==> config.mk <==
export PLATFORM = sky130hd
export DESIGN_NAME = pdf_key_candidate_gen
export DESIGN_NICKNAME = d
export VERILOG_FILES = /design/src/rtl/pdf_key_candidate_gen_pkg.sv /design/src/rtl/pdf_key_candidate_gen.sv
export SDC_FILE = /design/constraint.sdc
export NUM_CORES = 1
export LEC_CHECK = 0
export BUFFER_PORTS_ARGS = -buffer_cell sky130_fd_sc_hd__buf_2
export CAP_MARGIN = 20
export CORE_MARGIN = 4
export CORE_UTILIZATION = 30
export DETAILED_ROUTE_END_ITERATION = 7
export GPL_TIMING_DRIVEN = 0
export PLACE_DENSITY = 0.52
export SLEW_MARGIN = 20
export SYNTH_ARGS = -nofsm -noshare
export SYNTH_HDL_FRONTEND = slang
export SYNTH_SLANG_ARGS = --single-unit
==> constraint.sdc <==
create_clock -name clk -period 5.3 [get_ports clk]
set_input_delay 0.795 -clock clk [delete_from_list [all_inputs] [get_ports clk]]
set_output_delay 0.795 -clock clk [all_outputs]
set_load 0.02 [all_outputs]
==> src/rtl/pdf_key_candidate_gen_pkg.sv <==
// -----------------------------------------------------------------------------
// pdf_key_candidate_gen_pkg
// Shared definitions for the PDF key-search pipeline.
//   key_search_state_t : candidate generator state encoding
//   KEY_W_DEF          : default candidate key width
//   CNT_W_DEF          : default range length / sequence index width
//   PDF_HDR            : "%PDF-1." header bytes, used by the header checker
// -----------------------------------------------------------------------------
package pdf_key_candidate_gen_pkg;

    localparam int KEY_W_DEF = 128;
    localparam int CNT_W_DEF = 32;

    // Plaintext prefix every valid PDF starts with: "%PDF-1."
    localparam int          PDF_HDR_LEN = 7;
    localparam logic [55:0] PDF_HDR     = 56'h25_50_44_46_2D_31_2E;

    typedef enum logic [1:0] {
        IDLE      = 2'd0,
        RUN       = 2'd1,
        EXHAUSTED = 2'd2,
        STOPPED   = 2'd3
    } key_search_state_t;

endpackage : pdf_key_candidate_gen_pkg

==> src/rtl/pdf_key_candidate_gen.sv <==
// -----------------------------------------------------------------------------
// pdf_key_candidate_gen
// Walks a contiguous range of candidate keys and offers them, one per
// valid/ready handshake, to the decrypt core. Each key carries its sequence
// index so a hit reported downstream can be traced back to its key.
//
// Ports
//   clk        : system clock, rising edge
//   rst        : synchronous active-high reset
//   ena        : global clock enable; 0 freezes all state, no handshakes
//   start      : pulse; loads start_key/num_keys and begins the search
//   start_key  : first candidate key (sampled on start)
//   num_keys   : number of candidates to issue (sampled on start)
//   stop       : checker hit; halts generation
//   key_out    : current candidate key
//   key_index  : sequence index of key_out (0 = start_key)
//   key_valid  : candidate available (combinational from ena)
//   key_ready  : downstream accepts candidate
//   busy       : high while searching
//   exhausted  : sticky, range completed without stop
//   stopped    : sticky, halted by stop
//   issued_cnt : accepted candidates since last start
// -----------------------------------------------------------------------------
module pdf_key_candidate_gen
    import pdf_key_candidate_gen_pkg::*;
#(
    parameter int KEY_W = KEY_W_DEF,
    parameter int CNT_W = CNT_W_DEF
) (
    input  logic             clk,
    input  logic             rst,
    input  logic             ena,
    input  logic             start,
    input  logic [KEY_W-1:0] start_key,
    input  logic [CNT_W-1:0] num_keys,
    input  logic             stop,
    output logic [KEY_W-1:0] key_out,
    output logic [CNT_W-1:0] key_index,
    output logic             key_valid,
    input  logic             key_ready,
    output logic             busy,
    output logic             exhausted,
    output logic             stopped,
    output logic [CNT_W-1:0] issued_cnt
);

    key_search_state_t state, next_state;

    logic [KEY_W-1:0] key_reg;
    logic [CNT_W-1:0] index_reg;
    logic [CNT_W-1:0] issued_reg;
    logic [CNT_W-1:0] remaining;

    logic xfer;
    logic load;

    // Gating valid with ena guarantees no handshake can complete while frozen.
    assign key_valid  = (state == RUN) && ena;
    assign xfer       = key_valid && key_ready;
    // start is honoured in every state except RUN.
    assign load       = ena && start && (state != RUN);

    assign key_out    = key_reg;
    assign key_index  = index_reg;
    assign issued_cnt = issued_reg;
    assign busy       = (state == RUN);
    // The terminal states are themselves sticky until the next start.
    assign exhausted  = (state == EXHAUSTED);
    assign stopped    = (state == STOPPED);

    // NOTE: every signal driven in always_comb gets a default first, so no path
    // leaves it unassigned and no latch is inferred.
    always_comb begin
        next_state = state;
        case (state)
            RUN: begin
                if (ena) begin
                    // stop outranks exhaustion when both land in one cycle.
                    if (stop) begin
                        next_state = STOPPED;
                    end else if (xfer && (remaining == CNT_W'(1))) begin
                        next_state = EXHAUSTED;
                    end
                end
            end
            default: begin // IDLE, EXHAUSTED, STOPPED
                if (load) begin
                    next_state = (num_keys == '0) ? EXHAUSTED : RUN;
                end
            end
        endcase
    end

    // NOTE: sequential state uses non-blocking assignments so every register
    // samples pre-edge values regardless of statement order.
    always_ff @(posedge clk) begin
        if (rst) begin
            state      <= IDLE;
            key_reg    <= '0;
            index_reg  <= '0;
            issued_reg <= '0;
            remaining  <= '0;
        end else if (ena) begin
            state <= next_state;
            if (load) begin
                key_reg    <= start_key;
                index_reg  <= '0;
                issued_reg <= '0;
                remaining  <= num_keys;
            end else if (xfer) begin
                issued_reg <= issued_reg + CNT_W'(1);
                remaining  <= remaining - CNT_W'(1);
                // The final accepted key stays on key_out/key_index so the
                // terminal state reports the last key actually issued.
                if (next_state == RUN) begin
                    key_reg   <= key_reg + KEY_W'(1);
                    index_reg <= index_reg + CNT_W'(1);
                end
            end
        end
    end

endmodule : pdf_key_candidate_gen

==> metrics.md, run 1 <==
| Metric | Value |
|---|---|
| Status | `finished, final reports clean` |
| Syn_nets | `1787` |
| Peak Freq | `about 250 MHz` |
| Total CTS buffers | `29` |
| Post-Synth Adder-Cell Area | `less than 1%` |
| Crit path buffers/inverters | `0` |
| Setup TNS | `0 ns` |
| # rows | `between 70 and 80` |
| Synthesized area per cell | `slightly below 8 um2` |
| Non-Filler Instances | `~2600` |
| CP Cell Sequence | `ha_1 -> nand3_1 -> nor3_1 -> nand4_2 -> a2111oi_2 -> nand2_1 -> or4_1 -> a31oi_1` |
| Clock slew at reported path FFs | `approximately 0.06 ns` |
| Fin crit period | `3.97 ns` |
| Starting density of the core | `a little under a third` |
| Post-Synth XOR/XNOR Area | `6.77%` |
| Worst EP required | `5.78 ns` |
| CTS tree | `done` |
| Synthesized instance count | `~1600` |
| Maximum VDD drop | `0.000211 V` |
| Final ANT Viol Nets | `0` |
| Post-DP HPWL | `about 47 mm` |
| GP Congestion | `0.906` |
| Synth Area in Compound Gates | `a little under a fifth` |
| Worst Path Arrival | `4.45 ns` |
| Post-route cell area | `between 0.015 and 0.02 mm2` |
| First-pass GRT wire length | `between 90 and 100 mm` |
| Reg area | `0.00452 mm2` |
| Residual DRC | `0` |
| Hold Worst Slack | `0.483 ns` |
| Setup Skew | `0.0217 ns` |
| H-tree depth reported by CTS | `1` |
| Die X | `between 200 and 250 um` |
| Synthesis-stage register bit count | `226` |
| Critical path peak fanout | `9` |
| Synth top area share | `a little over a third` |
| Cell variety after synth | `66` |
| Hold Path Class | `in -> reg` |
| Top delay family on crit path | `simple AND/OR/NAND/NOR gates` |
| Main combinational cell family by area after synthesis | `simple AND/OR/NAND/NOR gates` |
| Clock Tree Buf Depth | `3` |
| Post-synth top flop | `dfxtp_1` |
| CTS hold repair buffers | `0` |
| Max Cap Violations | `0` |
| Largest net degree at the start of global routing | `14` |
| Footprint of the multi-input gates | `approximately 0.0076 mm2` |
| Yosys warns | `0` |
| RSZ-0062 raised after global routing | `no` |
| Pins over their slew limit | `0` |
| Number of DRC markers in iteration 0 | `1318` |
| Die area | `about 0.045 mm2` |
| # IOs | `362` |
| Leading cell type in the layout, fill and taps excluded | `buf_2` |
| CP startpoint kind | `register` |
| CP peak stage delay | `about 0.97 ns` |
| Total gr overflow | `0` |
| Slowest CP cell | `a2111oi_2` |
| NumNets Final | `~2200` |
| Die Y | `~210 um` |
| Most frequent cells in the layout | `buf_2, dfxtp_1, nor2_1, nand2_1, nand3_1` |
| Ys async rst share | `0%` |
| Avg WL per Cell | `roughly 24 um` |
| Post-synth EDFFs | `0` |
| P_leak | `between 0.005 and 0.006 uW` |
| Root Driver | `clkbuf_16` |
| WL final | `about 62 mm` |
| Clock sinks | `between 200 and 250` |
| Setup Viol. Count Final | `0` |
| Period Utilization, post-route | `74.9%` |
| Synthesized area | `0.0126 mm2` |
| Layout area overhead | `27.3%` |
| Least-Margin Pin Slew | `1.10 ns` |
| Placed Cells | `2509` |
| Fill count | `4437` |
| Post_cts resized | `0` |
| Worst Setup End Kind | `register` |
| Pwr Density | `between 200 and 300 mW/mm2` |
| Post-Synth Simple-Gate Area | `33.5%` |
| Leading area contributor after synthesis | `dfxtp_1` |
| Initial antenna violation count | `4` |
| Mux contribution to synthesized area | `0.339%` |
| Relative slew margins | `between 20% and 30%` |
| Area contributors post-synth | `dfxtp_1, nor2_1, nand2_1, xor2_1, nand4_1` |
| Fin. Hold Viols | `0` |
| GRT Total Usage | `a little over a quarter` |
| Core Area | `a little over 0.04 mm2` |
| Post-CTS setup buffers | `0` |
| I/O Buffers | `361` |
| TritonRoute pass-1 iters | `5` |
| Vias/cell | `~5.8` |
| Via count | `between 10000 and 15000` |
| Clock latency on the worst-skew pair | `between 0.5 and 0.6 ns` |
| Vias in the first global route | `~14000` |
| Layout cells sized above 1 | `between 20 and 25%` |
| Sequential-to-total area share from yosys stat | `a little over a third` |
| Cell Area, Placed | `0.0150 mm2` |
| CP Class | `reg -> reg` |
==> cells in the mapped netlist (7+ instances only) <==
cell type and number:
nand3_1 97, o21ai_0 59, o21a_1 7, o31ai_1 7, nor3_1 52, a211oi_1 60, and3_1 30, a311oi_1 13
or4_1 20, nor2b_1 8, nand2_1 144, o211ai_1 19, a31oi_1 38, nor2_1 217, or3_1 33, inv_1 19
clkbuf_1 72, a21oi_1 88, a221oi_1 8, nor4_1 48, and2_1 13, dfxtp_1 226, xnor2_1 37, o311ai_0 8
xor2_1 60, o21bai_1 8, o31a_1 7, buf_2 18, and4_1 20, nand4_1 83
==> final cells by class <==
cell class | instances | share of cell area (%)
plain buffers | 96 | 2.47
repair buffers | 361 | 11.3
inverters | 19 | 0.446
multi-input cells | 1275 | 47.4
clock inverters | 12 | 0.900
diodes | 3 | 0.0470
clock buffers | 40 | 4.99
flip-flops and latches | 226 | 28.3
well taps | 532 | 4.17
==> state kept, by name, indices dropped and copies added, names as in the netlist <==
register,count
issued_cnt,32
key_index,32
key_out,128
remaining,32
state,2
==> per-stage QoR <==
stage / utilization, % / power [uW] / setup WS [ns]
final: 38.9 / 4550 / 1.33
after global routing: 38.9 / 4710 / 1.08
after CTS: 38.9 / 4590 / 1.33
after detailed placement: 36.6 / 2570 / 0.917
after global placement: 36.6 / 2560 / 0.891
after floorplan: - / 2250 / 2.54
==> power by group <==
part,internal (uW),switching (uW)
registers,1780,120
clock network,1190,817
logic,215,435
==> worst paths after layout <==
check	slack, ns	cells after the start	from	end
worst max-delay path	1.33	8	key_out[0]$_SDFFE_PP0P_	key_out[114]$_SDFFE_PP0P_
worst min-delay path	0.48	3	start_key[89]	key_out[89]$_SDFFE_PP0P_
worst max register to register	1.33	8	key_out[0]$_SDFFE_PP0P_	key_out[114]$_SDFFE_PP0P_
worst min register to register	0.49	2	issued_cnt[31]$_SDFFE_PP0P_	issued_cnt[31]$_SDFFE_PP0P_
==> tightest hold or removal path: stages <==
cell	delay [ns]
buf_2	0.09
nand2_1	0.04
a31oi_1	0.06
==> logic make-up (layout without fill, tap and decap cells) <==
| kind of cell | Yosys count | count (layout) |
|---|---|---|
| AND/OR/NAND/NOR | 808 | 808 |
| AO/OA/AOI/OAI | 361 | 361 |
| other | 0 | 3 |
| adder cells (fa/ha/maj) | 5 | 5 |
| buffers and inverters | 115 | 528 |
| flip-flops | 226 | 226 |
| XOR/XNOR | 97 | 97 |
| multiplexers | 4 | 4 |
==> layer usage <==
layer | global-route usage [%] | up-vias | routed length [um] | part of all wire [%]
li1 | - | 6864 | - | -
met5 | 0 | - | 38 | 0.061
met4 | 9.88 | 6 | 2700 | 4.4
met3 | 6.02 | 143 | 5200 | 8.4
met2 | 41.6 | 722 | 27700 | 45
met1 | 34.6 | 7032 | 26400 | 43
(Power assumes the default switching activity.)
==> run 2, diff against run 1 <==
--- a/config.mk
+++ b/config.mk
@@ -11,7 +11,7 @@
 export CORE_UTILIZATION = 30
 export DETAILED_ROUTE_END_ITERATION = 7
 export GPL_TIMING_DRIVEN = 0
-export PLACE_DENSITY = 0.52
+export PLACE_DENSITY = 0.54
 export SLEW_MARGIN = 20
 export SYNTH_ARGS = -nofsm -noshare
 export SYNTH_HDL_FRONTEND = slang
==> constraint.sdc (replaced) <==
create_clock -name clk -period 3.61 [get_ports clk]
set_input_delay 0.5415 -clock clk [delete_from_list [all_inputs] [get_ports clk]]
set_output_delay 0.5415 -clock clk [all_outputs]
set_load 0.02 [all_outputs]
==> run 2 against run 1 <==
Compared with the run above: worst hold slack worse by 0.26 ns; register-to-register slack worse by 1.2 ns; clock power up 50%; non-clock buffer count up 2; sequential power up 46%; critical endpoint is now key_out[124]$_SDFFE_PP0P_; combinational power up 47%; global-route usage down 0.19 points; clock skew down 0.0072 ns; flip-flop and latch count unchanged.
==> metrics.md, run 2 (synthesis gave the netlist of run 1 again) <==
| Metric | Value |
|---|---|
| GP Congestion | `0.905 (-0.12%)` |
| P_leak | `0.00602 uW (+1.2%)` |
| GRT Total Usage | `25.9% (-0.19 points)` |
| Total gr overflow | `0 (unchanged)` |
| Vias/cell | `5.79 (+0.51%)` |
| Initial antenna violation count | `4 (unchanged)` |
| TritonRoute pass-1 iters | `5 (unchanged)` |
| Reg-to-Reg Start | `key_out[0]$_SDFFE_PP0P_` |
| Residual DRC | `0 (unchanged)` |
| Max Cap Violations | `0 (unchanged)` |
| CP startpoint kind | `register` |
| Worst EP required | `4.09 ns (-1.69 ns)` |
| Via count | `14800 (+0.51%)` |
| WL final | `61.8 mm (-0.44%)` |
| Slowest CP cell | `nor4_1` |
| Core Area | `0.0411 mm2 (unchanged)` |
| Clock slew at reported path FFs | `0.06 ns (about the same)` |
| CTS hold repair buffers | `0 (unchanged)` |
| Final worst slack | `0.101 ns (-1.23 ns)` |
| Most frequent cells in the layout | `buf_2, dfxtp_1, nor2_1, nand2_1, nand3_1` |
| Hold Path Class | `in -> reg` |
| # IOs | `362 (unchanged)` |
| Relative slew margins | `25.8% (-0.69 points)` |
| Core Util, Final | `39.1% (+0.23 points)` |
| Cell Area, Placed | `0.0150 mm2 (unchanged)` |
| Period Utilization, post-route | `97.2% (+22 points)` |
| Pre-CTS setup slack | `-0.601 ns (-1.52 ns)` |
| Layout cells sized above 1 | `23.0% (+0.60 points)` |
| Avg WL per Cell | `24.1 um (-0.44%)` |
| Total power | `6750 uW (+48%)` |
| Worst Path Arrival | `3.99 ns (-0.46 ns)` |
| Largest net degree at the start of global routing | `20 (+6)` |
| Flop-to-flop setup slack | `0.10 ns (-1.23 ns)` |
| Least-Margin Pin Slew | `1.11 ns (+0.0103 ns)` |
| Peak Freq | `285 MHz (+13%)` |
| NumNets Final | `2181 (+0.092%)` |
| Vias in the first global route | `14200 (-0.18%)` |
| WHS Path Cells | `3 (unchanged)` |
| Pins over their slew limit | `0 (unchanged)` |
| CTS tree | `done` |
| Status | `finished, final reports clean` |
| Root Driver | `clkbuf_16` |
| Hold Worst Slack | `0.223 ns (-0.260 ns)` |
| H-tree depth reported by CTS | `1 (unchanged)` |
| Die area | `0.0452 mm2 (unchanged)` |
| Die Y | `213 um (unchanged)` |
| Maximum VDD drop | `0.000337 V (+59%)` |
| Worst Hold Path EP | `remaining[14]$_SDFFE_PP0P_` |
| RSZ-0062 raised after global routing | `yes` |
| Max reg flops | `128 (unchanged)` |
| Post-DP HPWL | `46.8 mm (-0.50%)` |
| I/O Buffers | `361 (unchanged)` |
| Setup Skew | `0.0146 ns (-0.00717 ns)` |
| Post-route cell area | `0.0161 mm2 (+0.60%)` |
| Fin. Hold Viols | `0 (unchanged)` |
| Leading cell type in the layout, fill and taps excluded | `buf_2` |
| Final ANT Viol Nets | `0 (unchanged)` |
| Clock latency on the worst-skew pair | `0.57 ns (about the same)` |
| CP peak stage delay | `0.63 ns (-0.34 ns)` |
| Worst Min Path Start | `num_keys[14]` |
| # rows | `74 (unchanged)` |
| Starting density of the core | `30.5% (unchanged)` |
| Fin crit period | `3.51 ns (-0.462 ns)` |
| Total CTS buffers | `29 (unchanged)` |
| Reg2reg end | `key_out[124]$_SDFFE_PP0P_` |
| Critical path peak fanout | `9 (unchanged)` |
| Layout area overhead | `28.1%` |
| Number of DRC markers in iteration 0 | `1358 (+3.0%)` |
| Worst reg2reg path depth | `8 (unchanged)` |
| CP Cell Sequence | `ha_1 -> nand3_1 -> nor3_1 -> nand4_2 -> nor4_1 -> nand2_1 -> or4_1 -> a31oi_1` |
| First-pass GRT wire length | `89.8 mm (-0.53%)` |
| Fill count | `4458 (+0.47%)` |
| Clock Tree Buf Depth | `3 (unchanged)` |
| Die X | `213 um (unchanged)` |
| Worst Setup End Kind | `register` |
| Setup Viol. Count Final | `0 (unchanged)` |
| CP Class | `reg -> reg` |
| Pwr Density | `420 mW/mm2 (+47%)` |
| Clock sinks | `226 (unchanged)` |
## run 2: changes by cell type in the layout (fill, tap and decap cells not counted)
cell	delta
clkinvlp_4	-1
clkbuf_2	+6
diode_2	+1
clkinv_2	-3
nor4_1	-3
a2111oi_4	+1
a2111oi_2	-1
clkbuf_8	+5
buf_4	+3
nor4_4	+1
nor4_2	+2
clkinv_4	-1
clkbuf_1	-10
## run 2: worst max path at each step
stage                                endpoint  slack, ns                     from
floorplan           key_out[114]$_SDFFE_PP0P_       0.90  key_out[0]$_SDFFE_PP0P_
global placement     key_out[26]$_SDFFE_PP0P_      -0.55                      ena
detailed placement  key_out[120]$_SDFFE_PP0P_      -0.60                      ena
CTS                 key_out[114]$_SDFFE_PP0P_       0.04  key_out[0]$_SDFFE_PP0P_
global route         key_out[34]$_SDFFE_PP0P_      -0.10  key_out[0]$_SDFFE_PP0P_
finish              key_out[124]$_SDFFE_PP0P_       0.10  key_out[0]$_SDFFE_PP0P_
## run 2: area by class of cell
| type | instances | area [um2] | share of cell area, % |
|---|---|---|---|
| inverters | 19 | 71.3 | 0.444 |
| flip-flops and latches | 226 | 4520 | 28.1 |
| well taps | 532 | 666 | 4.14 |
| diodes | 4 | 10.0 | 0.0623 |
| clock buffers | 42 | 855 | 5.32 |
| repair buffers | 364 | 1830 | 11.4 |
| clock inverters | 7 | 113 | 0.700 |
| plain buffers | 95 | 398 | 2.48 |
| multi-input cells | 1275 | 7610 | 47.3 |
## run 2: timing repair
action,CTS,global route
pin swaps,1,2
setup endpoints to repair,24,43
resized for setup,3,14
setup buffers,0,3
## run 2: through the flow
stage                     cells  setup TNS, ns
final                      2564              0
after global routing       2561         -0.496
after CTS                  2557              0
after detailed placement   2509         -11.94
after global placement     2509          -9.55
after floorplan            1616              0
## run 2: routing by layer
layer  global-route usage [%]  routed length, um  up-vias  part of all wire [%]
met3                     5.30               5400      117                   8.7
met5                        0                 31        -                 0.050
met2                     43.0              28600      712                    46
met4                     7.55               1880        4                   3.0
li1                         -                  -     6853                     -
met1                     34.3              25800     7157                    42
## run 2: worst max-delay path, delay by kind of cell (launching register included)
family,cells,cell delay (ns)
DFF,1,0.45
AOI/OAI and AO/OA,1,0.16
adders and majority gates,1,0.25
and+or+nand+nor,6,2.56
## run 2: where the power goes
group / internal, uW / switching, uW / leakage (uW)
registers: 2610 / 174 / 0.00184
logic: 318 / 639 / 0.00370
clock network: 1830 / 1180 / 0.000475
